File: src/rtl/ripple_wide_add_seq.sv
// Wide W = M*N bit adder that reuses one M-bit ripple adder, one word per cycle, LSW first.
// Define SUB_EN to add the sub_i port and the A-B mode (B inverted, initial carry forced to 1).

module ripple_adder #(
    parameter int M = 4
) (
    input  logic [M-1:0] a_i,
    input  logic [M-1:0] b_i,
    input  logic         cin_i,
    output logic [M-1:0] sum_o,
    output logic         cout_o
);
    logic carry;

    always_comb begin
        carry = cin_i;
        sum_o = '0;
        for (int i = 0; i < M; i++) begin
            sum_o[i] = a_i[i] ^ b_i[i] ^ carry;
            carry    = (a_i[i] & b_i[i]) | (carry & (a_i[i] ^ b_i[i]));
        end
        cout_o = carry;
    end
endmodule

module ripple_wide_add_seq #(
    parameter int M = 4,
    parameter int N = 4
) (
    input  logic           clk,
    input  logic           rst,
    input  logic           start_i,
    input  logic [M*N-1:0] a_i,
    input  logic [M*N-1:0] b_i,
    input  logic           cin_i,
`ifdef SUB_EN
    input  logic           sub_i,
`endif
    output logic           ready_o,
    output logic           busy_o,
    output logic           done_o,
    output logic [M*N-1:0] sum_o,
    output logic           cout_o
);
    localparam int W  = M * N;
    localparam int CW = (N > 1) ? $clog2(N) : 1;
    localparam logic [CW-1:0] LAST = CW'(N - 1);

    typedef enum logic [1:0] {S_IDLE, S_ADD, S_DONE} state_t;

    state_t          state_q;
    logic [CW-1:0]   cnt_q;
    logic            carry_q;
    logic [W-1:0]    a_q;
    logic [W-1:0]    b_q;
    logic [W-1:0]    sum_q;
    logic            cout_q;
    logic            done_q;
    logic            busy_q;
    logic            ready_q;
    logic            sub_q;

    logic [M-1:0]    a_word;
    logic [M-1:0]    b_word;
    logic [M-1:0]    add_sum;
    logic            add_cout;

`ifndef SUB_EN
    assign sub_q = 1'b0;
`endif

    // Word select uses constant slices so N=1 never produces an out-of-range index.
    always_comb begin
        a_word = '0;
        b_word = '0;
        for (int i = 0; i < N; i++) begin
            if (cnt_q == CW'(i)) begin
                a_word = a_q[i*M +: M];
                b_word = b_q[i*M +: M];
            end
        end
        if (sub_q) begin
            b_word = ~b_word;
        end
    end

    ripple_adder #(.M(M)) u_adder (
        .a_i    (a_word),
        .b_i    (b_word),
        .cin_i  (carry_q),
        .sum_o  (add_sum),
        .cout_o (add_cout)
    );

    always_ff @(posedge clk or posedge rst) begin
        if (rst) begin
            state_q <= S_IDLE;
            cnt_q   <= '0;
            carry_q <= 1'b0;
            a_q     <= '0;
            b_q     <= '0;
            sum_q   <= '0;
            cout_q  <= 1'b0;
            done_q  <= 1'b0;
            busy_q  <= 1'b0;
            ready_q <= 1'b1;
`ifdef SUB_EN
            sub_q   <= 1'b0;
`endif
        end else begin
            case (state_q)
                S_IDLE: begin
                    if (start_i) begin
                        a_q     <= a_i;
                        b_q     <= b_i;
                        cnt_q   <= '0;
`ifdef SUB_EN
                        sub_q   <= sub_i;
                        carry_q <= sub_i ? 1'b1 : cin_i;
`else
                        carry_q <= cin_i;
`endif
                        ready_q <= 1'b0;
                        busy_q  <= 1'b1;
                        state_q <= S_ADD;
                    end
                end
                S_ADD: begin
                    for (int i = 0; i < N; i++) begin
                        if (cnt_q == CW'(i)) begin
                            sum_q[i*M +: M] <= add_sum;
                        end
                    end
                    carry_q <= add_cout;
                    cnt_q   <= cnt_q + CW'(1);
                    if (cnt_q == LAST) begin
                        cout_q  <= add_cout;
                        busy_q  <= 1'b0;
                        done_q  <= 1'b1;
                        state_q <= S_DONE;
                    end
                end
                S_DONE: begin
                    done_q  <= 1'b0;
                    ready_q <= 1'b1;
                    state_q <= S_IDLE;
                end
                default: begin
                    state_q <= S_IDLE;
                end
            endcase
        end
    end

    assign ready_o = ready_q;
    assign busy_o  = busy_q;
    assign done_o  = done_q;
    assign sum_o   = sum_q;
    assign cout_o  = cout_q;
endmodule
File: config.mk
export PLATFORM = sky130hd
export DESIGN_NAME = ripple_wide_add_seq
export DESIGN_NICKNAME = d
export VERILOG_FILES = /design/src/rtl/ripple_wide_add_seq.sv
export SDC_FILE = /design/constraint.sdc
export NUM_CORES = 1
export LEC_CHECK = 0
export CAP_MARGIN = 20
export CORE_MARGIN = 2
export CORE_UTILIZATION = 54
export CTS_CLUSTER_SIZE = 8
export DETAILED_ROUTE_END_ITERATION = 8
export PLACE_DENSITY_LB_ADDON = 0.08
export SETUP_SLACK_MARGIN = 0.5
export SLEW_MARGIN = 15
export SYNTH_ARGS = -nofsm -noshare
export SYNTH_HDL_FRONTEND = slang
export SYNTH_SLANG_ARGS = --single-unit
File: constraint.sdc
create_clock -name clk -period 8.6 [get_ports clk]
set_input_delay 0.86 -clock clk [delete_from_list [all_inputs] [get_ports clk]]
set_output_delay 0.86 -clock clk [all_outputs]
set_load 0.03 [all_outputs]
==> summary.md, run 1 <==
| Metric | Value |
|---|---|
| Largest fanout on the critical path | 13 |
| Fin. Hold Viols | 0 |
| Final setup vio count | 0 |
| Kind of critical path | reg2reg |
| Die ar. | 5276 um^2 |
| Clock sinks | 57 |
| CP startpoint kind | flop |
| Hpwl dp | 3704 um |
| Hold_ws | 0.4793 ns |
| Final global-route overflow total | 0 |
| Yosys warns | 0 |
| Fill cells | 293 |
| Sw frac | 38.30% |
| Hold wc startpoint | sum_o[0]$_DFFE_PP0P_ |
| Die X | 72.64 um |
| Clock-pin slew on the worst setup and hold paths | 0.06 ns |
| Launch point of the worst reg-to-reg path | cnt_q[0]$_DFFE_PP0P_ |
| Total track usage | 21.67% |
| Data arrival, critical path | 3.75 ns |
| Synth-to-layout area growth | 30.10% |
| Clock insertion delay at the later pin of the skew report | 0.34 ns |
| Vias | 1,676 |
| Maximum vdd drop | 243.6 uV |
| Final core occ | 74.47% |
| F_max | 283.4 MHz |
| Fraction of power consumed by sequential logic | 33.2% |
| Syn Area/Cell | 13.75 um^2 |
| Most used flip-flop cell after synthesis | dfrtp_1 |
| Final cell count without fillers | 299 |
| Hold Path Class | reg2reg |
| Num CTS Buffers | 9 |
| EDFF count, synth | 0 |
| Post-CTS Setup Bufs | 0 |
| Number of distinct library cells after synthesis | 30 |
| DRT Pass-1 Iters | 6 |
| First-pass GRT wire length | 8390 um |
| Io pins | 56 |
| Power per cell area | 457.1 nW/um^2 |
| Post-synthesis cell area | 2544 um^2 |
| Post-Place Cells | 283 |
| CP Data Required Time | 8.82 ns |
| Flops & latches, synth | 57 |
| CP most frequent cell | fa_1 |
| Total of max-cap violations | 0 |
| Async set or reset register ratio after synthesis | 100.0% |
| Core area | 4444 um^2 |
| Diodes inserted | 0 |
| Tcrit/Tclk final | 41.02% |
| Slew Viols, Final | 0 |
| Largest net degree at the start of global routing | 58 |
| CP max stage delay | 0.51 ns |
| Psw | 0.5794 mW |
| DR top layer | met4 |
| Seq/Total Area, Yosys | 56.12% |
| Met3 wire len | 271 um |
| Cells after synthesis | 185 |
| P_leak | 1.422 nW |
| Drt via density | 5.605 |
| Detailed router's first-iteration violation count | 84 |
| Routed wire per std cell | 16.69 um |
| Final Wtd Congestion | 0.9802 |
| Tot Pwr | 1.513 mW |
| Min Tclk post-route | 3.528 ns |
| Htree depth | 3 |
| Layout Skew | 0.007018 ns |
| CP endpoint kind | flop |
| Status | finished, final reports clean |
| Least-Margin Pin Slew | 0.8615 ns |
| CTS tree | built |
| Die Ht | 72.64 um |
| Longest Clk Path Bufs | 2 |
| Most frequent cells in the layout | dfrtp_1 (56), clkdlybuf4s50_1 (55), mux2_2 (44) |
| DRC Markers | 0 |
| Routed wire length | 4989 um |
| Routed Antenna Nets | 0 |
| Syn_nets | 229 |
| Initial antenna violation count | 0 |
| Port Buf Inserts | 55 |
| Slowest cell on the critical path | fa_1 |
| Vias in the first global route | 1,710 |
| Root buffer cell | clkbuf_8 |
| Row cnt | 24 |
| Crit path launch | cnt_q[0]$_DFFE_PP0P_ |
| Most common cell after layout, fill and taps aside | dfrtp_1 |
| Max_slew headroom | 42.43% |
| DR WL met2 | 2367 um |
| Post-CTS Resized | 0 |
| RSZ-0062 raised after global routing | false |
| Nets@finish | 287 |
| Clock share of power | 16.3% |
| M1 WL | 2203 um |
| Share of layout cells above drive strength 1 | 26.32% |
| Pint | 0.9334 mW |
| CP Cell Sequence | ha_1 > or2_1 > a221o_1 > o221ai_1 > fa_1 > inv_1 > fa_1 > fa_1 > fa_1 > mux2_2 |
| Initial Utilization | 57.24% |
| Final setup TNS | 0 ns |
| Combinational power share | 50.5% |
| Hold buffers post-CTS | 0 |
-- metrics by stage --
step,instance area [um^2],setup WS [ns]
floorplan,2544,5.365
detailed placement,3093,5.059
global route,3309,4.932
finish,3309,5.072
global placement,3093,5.237
CTS,3288,5.055
-- cells by family after synthesis --
| kind of cell | count (synthesis) | synth area share, % |
|---|---|---|
| adder cells (fa/ha/maj) | 8 | 5.116 |
| buffers and inverters | 20 | 4.230 |
| flip-flops | 57 | 56.12 |
| AND/OR/NAND/NOR | 25 | 5.854 |
| multiplexers | 45 | 19.92 |
| AO/OA/AOI/OAI | 30 | 8.756 |
-- worst max-delay path, delay by kind of cell, from the launching register on --
kind / cells / cell delay, ns
fa+ha+maj: 5 / 1.86
flops: 1 / 0.42
mux: 1 / 0.29
buf+inv: 1 / 0.05
compound gates: 2 / 0.41
simple gates: 1 / 0.39
-- power groups by stage --
stage / registers [mW] / clock network (mW) / logic (mW)
CTS: 0.501 / 0.251 / 0.776
detailed placement: 0.506 / 0 / 0.775
global placement: 0.503 / 0 / 0.737
floorplan: 0.560 / 0 / 0.483
finish: 0.502 / 0.247 / 0.765
global route: 0.518 / 0.266 / 0.837
-- area by class of cell --
type | instances | area (um^2) | share of cell area (%)
clock buffer | 12 | 155.1 | 4.688
clock inverter | 3 | 40.04 | 1.210
inverter | 11 | 42.54 | 1.285
multi-input combinational | 108 | 1008 | 30.47
sequential | 57 | 1428 | 43.14
tap | 52 | 65.06 | 1.966
timing repair buffer | 56 | 570.5 | 17.24
-- Yosys cell counts (3+ instances only) --
library cell | count | area [um^2]
nand2_1 | 8 | 30.03
o21ai_0 | 7 | 35.03
dfrtp_1 | 56 | 1401
buf_6 | 3 | 33.78
nor2_1 | 7 | 26.28
mux2_2 | 44 | 495.5
nand3b_1 | 3 | 22.52
a21oi_1 | 3 | 15.01
fa_1 | 4 | 80.08
a221oi_1 | 9 | 78.83
o22ai_1 | 3 | 18.77
inv_1 | 11 | 41.29
buf_2 | 5 | 25.02
ha_1 | 4 | 50.05
-- sequential cells by signal (all words and copies together), names as in the netlist --
signal and cells:
carry_q 1, cnt_q 2, cout_o 1, sum_o 16
a_q 16, busy_o 1, ready_o 1, state_q 2
b_q 16, done_o 1
-- metal layers --
metal | global-route usage (%) | up-vias
met1 | 28.08 | 827
met2 | 32.22 | 61
met5 | 0 | -
met3 | 6.630 | 11
met4 | 12.96 | 0
li1 | - | 777
-- final timing paths --
| check | slack [ns] | cells after the start | to |
|---|---|---|---|
| worst max-delay path | 5.07 | 10 | sum_o[11]$_DFFE_PP0P_ |
| max in group asynchronous | 7.32 | 3 | b_q[9]$_DFFE_PP0P_ |
| worst min register to register | 0.48 | 2 | sum_o[0]$_DFFE_PP0P_ |
| worst min-delay path | 0.48 | 2 | sum_o[0]$_DFFE_PP0P_ |
| min in group asynchronous | 0.78 | 2 | sum_o[10]$_DFFE_PP0P_ |
| worst max register to register | 5.07 | 10 | sum_o[11]$_DFFE_PP0P_ |
Power figures use the tool's default switching activity.
==> run 2, diff against run 1 <==
CORE_UTILIZATION = 45   (was 54)
clock period = 3.15 ns   (was 8.6 ns; I/O delays follow)
==> run 2 against run 1 <==
- worst hold slack got worse by 0.12 ns
- maximum frequency increased by 15%
- core utilization down 11 points
- highest routed layer unchanged
- design area is 4.7% higher
==> summary.md, run 2 (synthesized netlist as in run 1, its figures left out) <==
| Metric | Value |
|---|---|
| Status | finished, final reports clean |
| RSZ-0062 raised after global routing | true |
| Total track usage | 20.67% (-1.0 points) |
| Fin. Hold Viols | 0 (unchanged) |
| Nets@finish | 297 (+3.5%) |
| Core area | 5473 um^2 (+23%) |
| CP most frequent cell | fa_2 |
| Post-Place Cells | 313 (+11%) |
| Share of layout cells above drive strength 1 | 36.58% (+10 points) |
| Largest fanout on the critical path | 4 (-9) |
| Diodes inserted | 0 (unchanged) |
| Final Wtd Congestion | 0.8102 (-17%) |
| Port Buf Inserts | 55 (unchanged) |
| Pint | 2.702 mW (+190%) |
| Launch point of the worst reg-to-reg path | cnt_q[1]$_DFFE_PP0P_ |
| CTS tree | built |
| Die ar. | 6270 um^2 (+19%) |
| Min Tclk post-route | 3.072 ns (-0.4556 ns) |
| Max_slew headroom | 62.66% (+20 points) |
| Sw frac | 39.40% (+1.1 points) |
| Kind of critical path | reg2reg |
| Vias | 1,712 (+2.1%) |
| CP startpoint kind | flop |
| CP max stage delay | 0.46 ns (-0.05 ns) |
| CP Cell Sequence | ha_4 > or2_4 > a221o_1 > o221ai_2 > fa_2 > inv_2 > fa_2 > fa_2 > fa_2 > mux2_2 |
| Combinational power share | 56.3% (+5.8 points) |
| P_leak | 1.479 nW (+4.0%) |
| Row cnt | 27 (+13%) |
| Hold Path Class | in2async |
| Finished Cell Area | 3466 um^2 (+4.7%) |
| Io pins | 56 (unchanged) |
| Data arrival, critical path | 3.28 ns (-0.47 ns) |
| Clock insertion delay at the later pin of the skew report | 0.33 ns (about the same) |
| Drt via density | 5.204 (-7.2%) |
| Longest Clk Path Bufs | 2 (unchanged) |
| Die X | 79.19 um (+9.0%) |
| DRC Markers | 0 (unchanged) |
| Psw | 1.757 mW (+200%) |
| Initial antenna violation count | 0 (unchanged) |
| Final core occ | 63.33% (-11 points) |
| WP buf/inv | 1 (unchanged) |
| Crit path launch | cnt_q[1]$_DFFE_PP0P_ |
| Worst path top cell family by delay | adder cells |
| Root buffer cell | clkbuf_8 |
| Fraction of power consumed by sequential logic | 31.2% (-2.0 points) |
| Tcrit/Tclk final | 97.54% (+57 points) |
| F_max | 325.5 MHz (+15%) |
| Clock sinks | 57 (unchanged) |
| DRT Pass-1 Iters | 4 (-2) |
| Initial Utilization | 46.48% (-11 points) |
| Hold buffers post-CTS | 0 (unchanged) |
| Routed wire per std cell | 16.84 um (+0.92%) |
| Slowest cell on the critical path | dfrtp_2 |
| Hold_ws | 0.3599 ns (-0.1194 ns) |
| Num CTS Buffers | 9 (unchanged) |
| Routed Antenna Nets | 0 (unchanged) |
| Die Ht | 79.19 um (+9.0%) |
| Final cell count without fillers | 329 (+10%) |
| Routed wire length | 5540 um (+11%) |
| Clock share of power | 12.6% (-3.7 points) |
| Final setup vio count | 0 (unchanged) |
| Largest net degree at the start of global routing | 31 (-47%) |
| Hpwl dp | 4283 um (+16%) |
| Htree depth | 3 (unchanged) |
| Final global-route overflow total | 0 (unchanged) |
| Total of max-cap violations | 0 (unchanged) |
| Placed cell area | 3222 um^2 (+4.2%) |
| First-pass GRT wire length | 9673 um (+15%) |
| Clock-pin slew on the worst setup and hold paths | 0.06 ns (about the same) |
| CP Data Required Time | 3.36 ns (-5.46 ns) |
| Synth-to-layout area growth | 36.25% |
| Layout Skew | 0.005869 ns (-0.001149 ns) |
| Maximum vdd drop | 546.5 uV (+120%) |
| Power per cell area | 1286 nW/um^2 (+180%) |
| Least-Margin Pin Slew | 0.5593 ns (-0.3022 ns) |
| Vias in the first global route | 1,861 (+8.8%) |
| CP endpoint kind | flop |
| Most frequent cells in the layout | clkdlybuf4s50_1 (55), dfrtp_1 (54), mux2_2 (39) |
| Detailed router's first-iteration violation count | 118 (+40%) |
| Most common cell after layout, fill and taps aside | clkdlybuf4s50_1 |
| Slew Viols, Final | 0 (unchanged) |
## run 2: repair_timing
item                                    in CTS  in global routing
gates resized for setup                     16                  4
setup buffers                                1                  0
pin swaps                                    0                  1
endpoints found under the setup margin      14                 10
## run 2: final timing paths
check	endpoint	depth (start not counted)	slack, ns
max	sum_o[3]$_DFFE_PP0P_	10	0.08
min	b_q[3]$_DFFE_PP0P_	2	0.36
max reg2reg	sum_o[3]$_DFFE_PP0P_	10	0.08
min reg2reg	busy_o$_DFFE_PP0P_	1	0.48
max in group asynchronous	cnt_q[0]$_DFFE_PP0P_	3	1.98
min in group clk	busy_o$_DFFE_PP0P_	1	0.48
## run 2: worst register-to-register path, cell delays in order (launching register included)
cell and delay, ns:
dfrtp_2 0.46, ha_4 0.18, or2_4 0.26, a221o_1 0.28, o221ai_2 0.08, fa_2 0.24, inv_2 0.04, fa_2 0.33
fa_2 0.35, fa_2 0.45, mux2_2 0.29
## run 2: per-layer routing
| metal | up-vias | track usage, % | routed length, um |
|---|---|---|---|
| met4 | 0 | 9.310 | 113 |
| li1 | 794 | - | - |
| met3 | 11 | 4.318 | 205 |
| met5 | - | 0 | 0 |
| met1 | 861 | 27.24 | 2454 |
| met2 | 46 | 32.97 | 2766 |
## run 2: power groups by stage
stage	sequential, mW	combinational [mW]	clock (mW)
after CTS	1.39	2.47	0.576
after detailed placement	1.39	2.37	0
after global routing	1.44	2.73	0.614
final	1.39	2.51	0.561
after global placement	1.38	2.27	0
after floorplan	1.53	1.40	0
## run 2: final cells by class
| cell class | instances | area (um^2) |
|---|---|---|
| fillers | 454 | 2007 |
| flip-flops and latches | 57 | 1430 |
| multi-input cells | 108 | 1110 |
| repair buffers | 66 | 633.1 |
| clock buffers | 11 | 141.4 |
| well taps | 72 | 90.09 |
| inverters | 11 | 41.29 |
| clock inverters | 4 | 20.02 |
## run 2: stage by stage
step                power, mW  setup TNS [ns]  setup slack, ns
finish                  4.459               0          0.07752
global route            4.791        -0.04259         -0.01852
CTS                     4.439               0          0.09136
detailed placement      3.757               0          0.04971
global placement        3.644               0           0.1484
floorplan               2.929               0          0.07832
